File: src/rtl/writeback_queue.sv
// writeback_queue: FIFO of register write-back requests between execute and the
// register-file write-port demux. Issues one write per cycle, absorbs write-port
// stalls and offers a combinational probe so decode can see pending writes.
//
// Optional feature macro: WRITEBACK_QUEUE_FORWARD_EN
//   defined     -> probe_data returns the youngest pending value for probe_index
//   not defined -> probe_data tied to '0; probe_hit still reports pending writes
//
// Ports:
//   clk, rst_n           clock, asynchronous active-low reset
//   in_valid/in_ready    execute-side handshake; in_ready = (count != DEPTH)
//   in_data, in_index    write-back word and destination register
//   drain_stall          write port busy, hold off the pop this cycle
//   out_valid            one-cycle write strobe to the register file
//   out_data, out_index  demux data_in / index (held while out_valid is 0)
//   probe_index          register queried by decode
//   probe_hit/probe_data pending-write match and youngest value (combinational)
//   count                occupied entries
module writeback_queue #(
    parameter int unsigned WIDTH        = 16,
    parameter int unsigned SELECT_WIDTH = 4,
    parameter int unsigned DEPTH        = 4
) (
    input  logic                       clk,
    input  logic                       rst_n,
    input  logic                       in_valid,
    output logic                       in_ready,
    input  logic [WIDTH-1:0]           in_data,
    input  logic [SELECT_WIDTH-1:0]    in_index,
    input  logic                       drain_stall,
    output logic                       out_valid,
    output logic [WIDTH-1:0]           out_data,
    output logic [SELECT_WIDTH-1:0]    out_index,
    input  logic [SELECT_WIDTH-1:0]    probe_index,
    output logic                       probe_hit,
    output logic [WIDTH-1:0]           probe_data,
    output logic [$clog2(DEPTH):0]     count
);

    localparam int unsigned PTR_W = $clog2(DEPTH);
    localparam int unsigned CNT_W = PTR_W + 1;

    logic [WIDTH-1:0]        r_mem_data  [DEPTH];
    logic [SELECT_WIDTH-1:0] r_mem_index [DEPTH];

    logic [PTR_W-1:0]        r_head;
    logic [PTR_W-1:0]        r_tail;
    logic [CNT_W-1:0]        r_count;
    logic                    r_out_valid;
    logic [WIDTH-1:0]        r_out_data;
    logic [SELECT_WIDTH-1:0] r_out_index;

    logic                    w_push;
    logic                    w_pop;
    logic                    w_probe_hit;

    // in_ready looks only at the registered count, never at this cycle's pop
    assign in_ready = (r_count != CNT_W'(DEPTH));
    assign w_push   = in_valid && in_ready;
    assign w_pop    = (r_count != '0) && !drain_stall;

    assign out_valid = r_out_valid;
    assign out_data  = r_out_data;
    assign out_index = r_out_index;
    assign count     = r_count;
    assign probe_hit = w_probe_hit;

    // Entry storage: not reset, validity is carried by count
    always_ff @(posedge clk) begin
        if (w_push) begin
            r_mem_data[r_tail]  <= in_data;
            r_mem_index[r_tail] <= in_index;
        end
    end

    // Pointers, occupancy and the output register
    always_ff @(posedge clk or negedge rst_n) begin
        if (!rst_n) begin
            r_head      <= '0;
            r_tail      <= '0;
            r_count     <= '0;
            r_out_valid <= 1'b0;
            r_out_data  <= '0;
            r_out_index <= '0;
        end else begin
            r_out_valid <= w_pop;
            if (w_push) begin
                r_tail <= r_tail + PTR_W'(1);
            end
            if (w_pop) begin
                r_head      <= r_head + PTR_W'(1);
                r_out_data  <= r_mem_data[r_head];
                r_out_index <= r_mem_index[r_head];
            end
            case ({w_push, w_pop})
                2'b10:   r_count <= r_count + CNT_W'(1);
                2'b01:   r_count <= r_count - CNT_W'(1);
                default: r_count <= r_count;
            endcase
        end
    end

`ifdef WRITEBACK_QUEUE_FORWARD_EN
    logic [WIDTH-1:0] w_probe_data;
    assign probe_data = w_probe_data;

    // Walk oldest to youngest after the output register, so the youngest match wins
    always_comb begin
        w_probe_hit  = 1'b0;
        w_probe_data = '0;
        if (r_out_valid && (r_out_index == probe_index)) begin
            w_probe_hit  = 1'b1;
            w_probe_data = r_out_data;
        end
        for (int i = 0; i < int'(DEPTH); i++) begin
            if ((CNT_W'(i) < r_count) &&
                (r_mem_index[r_head + PTR_W'(i)] == probe_index)) begin
                w_probe_hit  = 1'b1;
                w_probe_data = r_mem_data[r_head + PTR_W'(i)];
            end
        end
    end
`else
    assign probe_data = '0;

    // Hit detection only; decode stalls on a hit
    always_comb begin
        w_probe_hit = r_out_valid && (r_out_index == probe_index);
        for (int i = 0; i < int'(DEPTH); i++) begin
            if ((CNT_W'(i) < r_count) &&
                (r_mem_index[r_head + PTR_W'(i)] == probe_index)) begin
                w_probe_hit = 1'b1;
            end
        end
    end
`endif

endmodule

File: config.mk
export PLATFORM = sky130hd
export DESIGN_NAME = writeback_queue
export DESIGN_NICKNAME = d
export VERILOG_FILES = /design/src/rtl/writeback_queue.sv
export SDC_FILE = /design/constraint.sdc
export NUM_CORES = 1
export LEC_CHECK = 0
export ABC_AREA = 1
export CORE_ASPECT_RATIO = 1.75
export CORE_MARGIN = 8
export CORE_UTILIZATION = 54
export DETAILED_ROUTE_END_ITERATION = 10
export GPL_TIMING_DRIVEN = 0
export PLACE_DENSITY_LB_ADDON = 0.08
export SLEW_MARGIN = 20
export SYNTH_ARGS = -nofsm -noshare
export SYNTH_HDL_FRONTEND = slang
export SYNTH_SLANG_ARGS = --single-unit
export TNS_END_PERCENT = 30
File: constraint.sdc
create_clock -name clk -period 2.8 [get_ports clk]
set_clock_uncertainty 0.15 [all_clocks]
set_input_delay 0.7 -clock clk [delete_from_list [all_inputs] [get_ports clk]]
set_output_delay 0.7 -clock clk [all_outputs]
set_load 0.02 [all_outputs]
==> metrics <==
status=complete, but fails checks; failing checks=setup timing; Iter 0 DRT Violations=165; Simple-Gate Fraction of Synth Area=18.6%; Tmin final=2.92 ns; area delta synth->final=25.9%; CP Data Required Time=1.95 ns; Sequential Power Share=34.6%; ys async rst share=25.9%; Ports=70; Clock Latency Late Sink=0.34 ns; number of setup violations in the final report=1; Synth Area in XOR/XNOR=1.59%; pre-CTS setup slack=-0.648 ns; Yosys Warn Count=0; PD cells=1120 nW/um^2; synthesized flop and latch total=108; H-tree Lvls=3; Worst-path clk slew=0.07 ns; Die Area=12600 sq um; global-route wire length before repair=18000 um; cts bufs inserted=9; largest family of logic cells by synthesized area=simple AND/OR/NAND/NOR gates; Detailed Route WL=11600 um; total power=7.00 mW; design area=6230 sq um; global-route usage over all layers=19.3%; Worst Slack Setup Final=-0.120 ns; Initial Util=55.1%; Final nets=600; DRC viols=0; clock group share of total power=19.0%; part of the cycle the worst path needs=104%; CORE AREA=8980 sq um; IO buf count=53; Area after DPL=5730 sq um; clk sinks=108; HP Class=input pin to asynchronous set/reset pin; Least-Margin Pin Slew=0.724 ns; # rows=46; Logic pwr share=46.5%; maxcap violations=0; Via density=5.27; synthesized cell area=4950 sq um; Sw Pwr=2.74 mW; Post-synth top flop=edfxtp_1; Setup CP Type=flop to primary output; final slew viol count=0; DRT Pass-1 Iters=4; max_slew headroom=51.6%; DR vias=3628; fraction of layout cells with a size suffix above 1=16.4%; largest net degree at the start of global routing=29; post-synthesis mux area share=0%; Setup crit end kind=primary output; EDFF count, synth=80; Fmax=343 MHz; DRT antenna net count=0; Post-Syn Instances=476; Die X=88.4 um; routed wire length per instance=16.9 um; LEAKAGE=2.63 nW; Yosys cell types=29; Post-Synth Adder-Cell Area=2.28%; die span in y=143 um; FF-to-FF setup slack=0.17 ns; TritonCTS clock tree=done; CTS Buffer Depth=2; RSZ-0062 raised after global routing=yes; Crit path arrival time=2.07 ns; register area share after synthesis=62.7%; Commonest cells post-synth=155 x nand2_1, 80 x edfxtp_1, 35 x nor2_1, 34 x inv_1; Switching Share=39.1%; main area contributors after synthesis=edfxtp_1 49%, dfrtp_1 14%, nand2_1 12%; grt total ovfl=0; Max FO, Critical Path=7; Final Hold Fails=0; diode count=0; cell-internal power=4.26 mW; complex-gate fraction of the synthesized area=7.16%; hpwl dp=8080 um; vias in the first global route=3704; fillers=709; CTS Root Buffer Type=clkbuf_16; initial antenna violation count=0; leading area contributor after synthesis=edfxtp_1; crit start category=flop; Placer Congestion=0.923; post-synth top area share=48.5%; post-synthesis area per instance=10.4 sq um; maximum vdd ir drop=0.604 mV; top-count cell post-synth=nand2_1
metal layers:
metal / vias up / wire length [um] / global-route usage, %
met1: 1741 / 4110 / 18.6
met5: - / 0 / 0
met4: 0 / 517 / 11.7
met2: 102 / 6470 / 35.2
li1: 1753 / - / -
met3: 32 / 539 / 4.43
layout by cell type, fill, tap and decap left out, types with 5 or more instances in the layout:
cell,Yosys,layout
conb_1,1,16
nor2_1,35,29
ha_1,9,9
a21oi_1,9,9
nand2_2,5,19
nand3_2,1,5
clkdlybuf4s50_1,0,48
clkbuf_16,0,10
dfrtp_1,28,28
xor2_1,7,7
nand2_1,155,139
buf_2,8,7
a41oi_1,10,10
a31oi_1,6,6
a22oi_1,15,15
edfxtp_1,80,80
buf_6,2,5
o21ai_0,10,9
clkbuf_1,3,5
buf_4,18,21
inv_1,34,32
nand3_1,28,24
stage by stage:
stage          std cells  hold WS (ns)  util [%]  TNS (ns)
2_1_floorplan        491         0.254         -         0
3_3_place_gp         664         0.362      63.3    -63.50
3_5_place_dp         665         0.375      63.8     -1.04
4_1_cts              681         0.155      67.4   -0.0927
5_1_grt              688         0.157      69.4    -0.212
6_report             688         0.152      69.4    -0.120
layout make-up:
| class | instances | area, sq um | share of cell area (%) |
|---|---|---|---|
| Clock buffer | 11 | 233 | 3.73 |
| Multi-Input combinational cell | 314 | 1640 | 26.3 |
| Buffer | 33 | 259 | 4.16 |
| Timing Repair Buffer | 61 | 626 | 10.0 |
| Inverter | 36 | 139 | 2.23 |
| Tap cell | 120 | 150 | 2.41 |
| Sequential cell | 108 | 3100 | 49.8 |
| Clock inverter | 5 | 82.6 | 1.33 |
power groups by stage:
stage               sequential [mW]  clock (mW)  combinational (mW)
detailed placement             2.45           0                2.96
global route                   2.46        1.40                3.56
finish                         2.42        1.33                3.25
floorplan                      2.61           0                1.70
global placement               2.45           0                2.85
CTS                            2.41        1.34                2.98
registers in the layout, summed over array words and instances (netlist names):
register,flops
r_mem_index,16
r_head,2
r_tail,2
out_valid,1
out_index,4
r_mem_data,64
out_data,16
count,3
cells by family (layout without fill, tap and decap cells):
group / after synthesis / in the layout
flops: 108 / 108
xor+xnor: 9 / 9
other cells: 1 / 16
compound gates: 53 / 53
buf+inv: 69 / 146
fa+ha+maj: 9 / 9
simple gates: 227 / 227
worst paths after layout:
path | from | to | cells past startpoint
setup / recovery | r_head[0] | probe_hit | 14
hold / removal | rst_n | count[2] | 2
setup reg to reg | count[0] | count[2] | 10
hold reg to reg | out_index[0] | out_index[0] | 2
max in group asynchronous | rst_n | out_data[7] | 2
min in group clk | out_index[0] | out_index[0] | 2
critical path: stages, from the launching register on:
cell and delay (ns):
dfrtp_1 0.37, buf_6 0.13, inv_4 0.03, buf_8 0.13, buf_6 0.12, nand2_1 0.07
nand3_1 0.08, nand2_2 0.11, xor2_1 0.23, nor2_1 0.07, nand2_1 0.07, nand2_1 0.05
nand2_1 0.06, nand2_1 0.06, buf_6 0.13
what timing repair did:
item | in CTS | in global routing
setup endpoints to repair | 1 | 2
pin swaps | 0 | 19
hold buffers | 0 | 0
setup buffers | 0 | 4
gates cloned | 0 | 3
gates resized for setup | 11 | 41
Note: power is estimated with default switching activity, not from simulation.
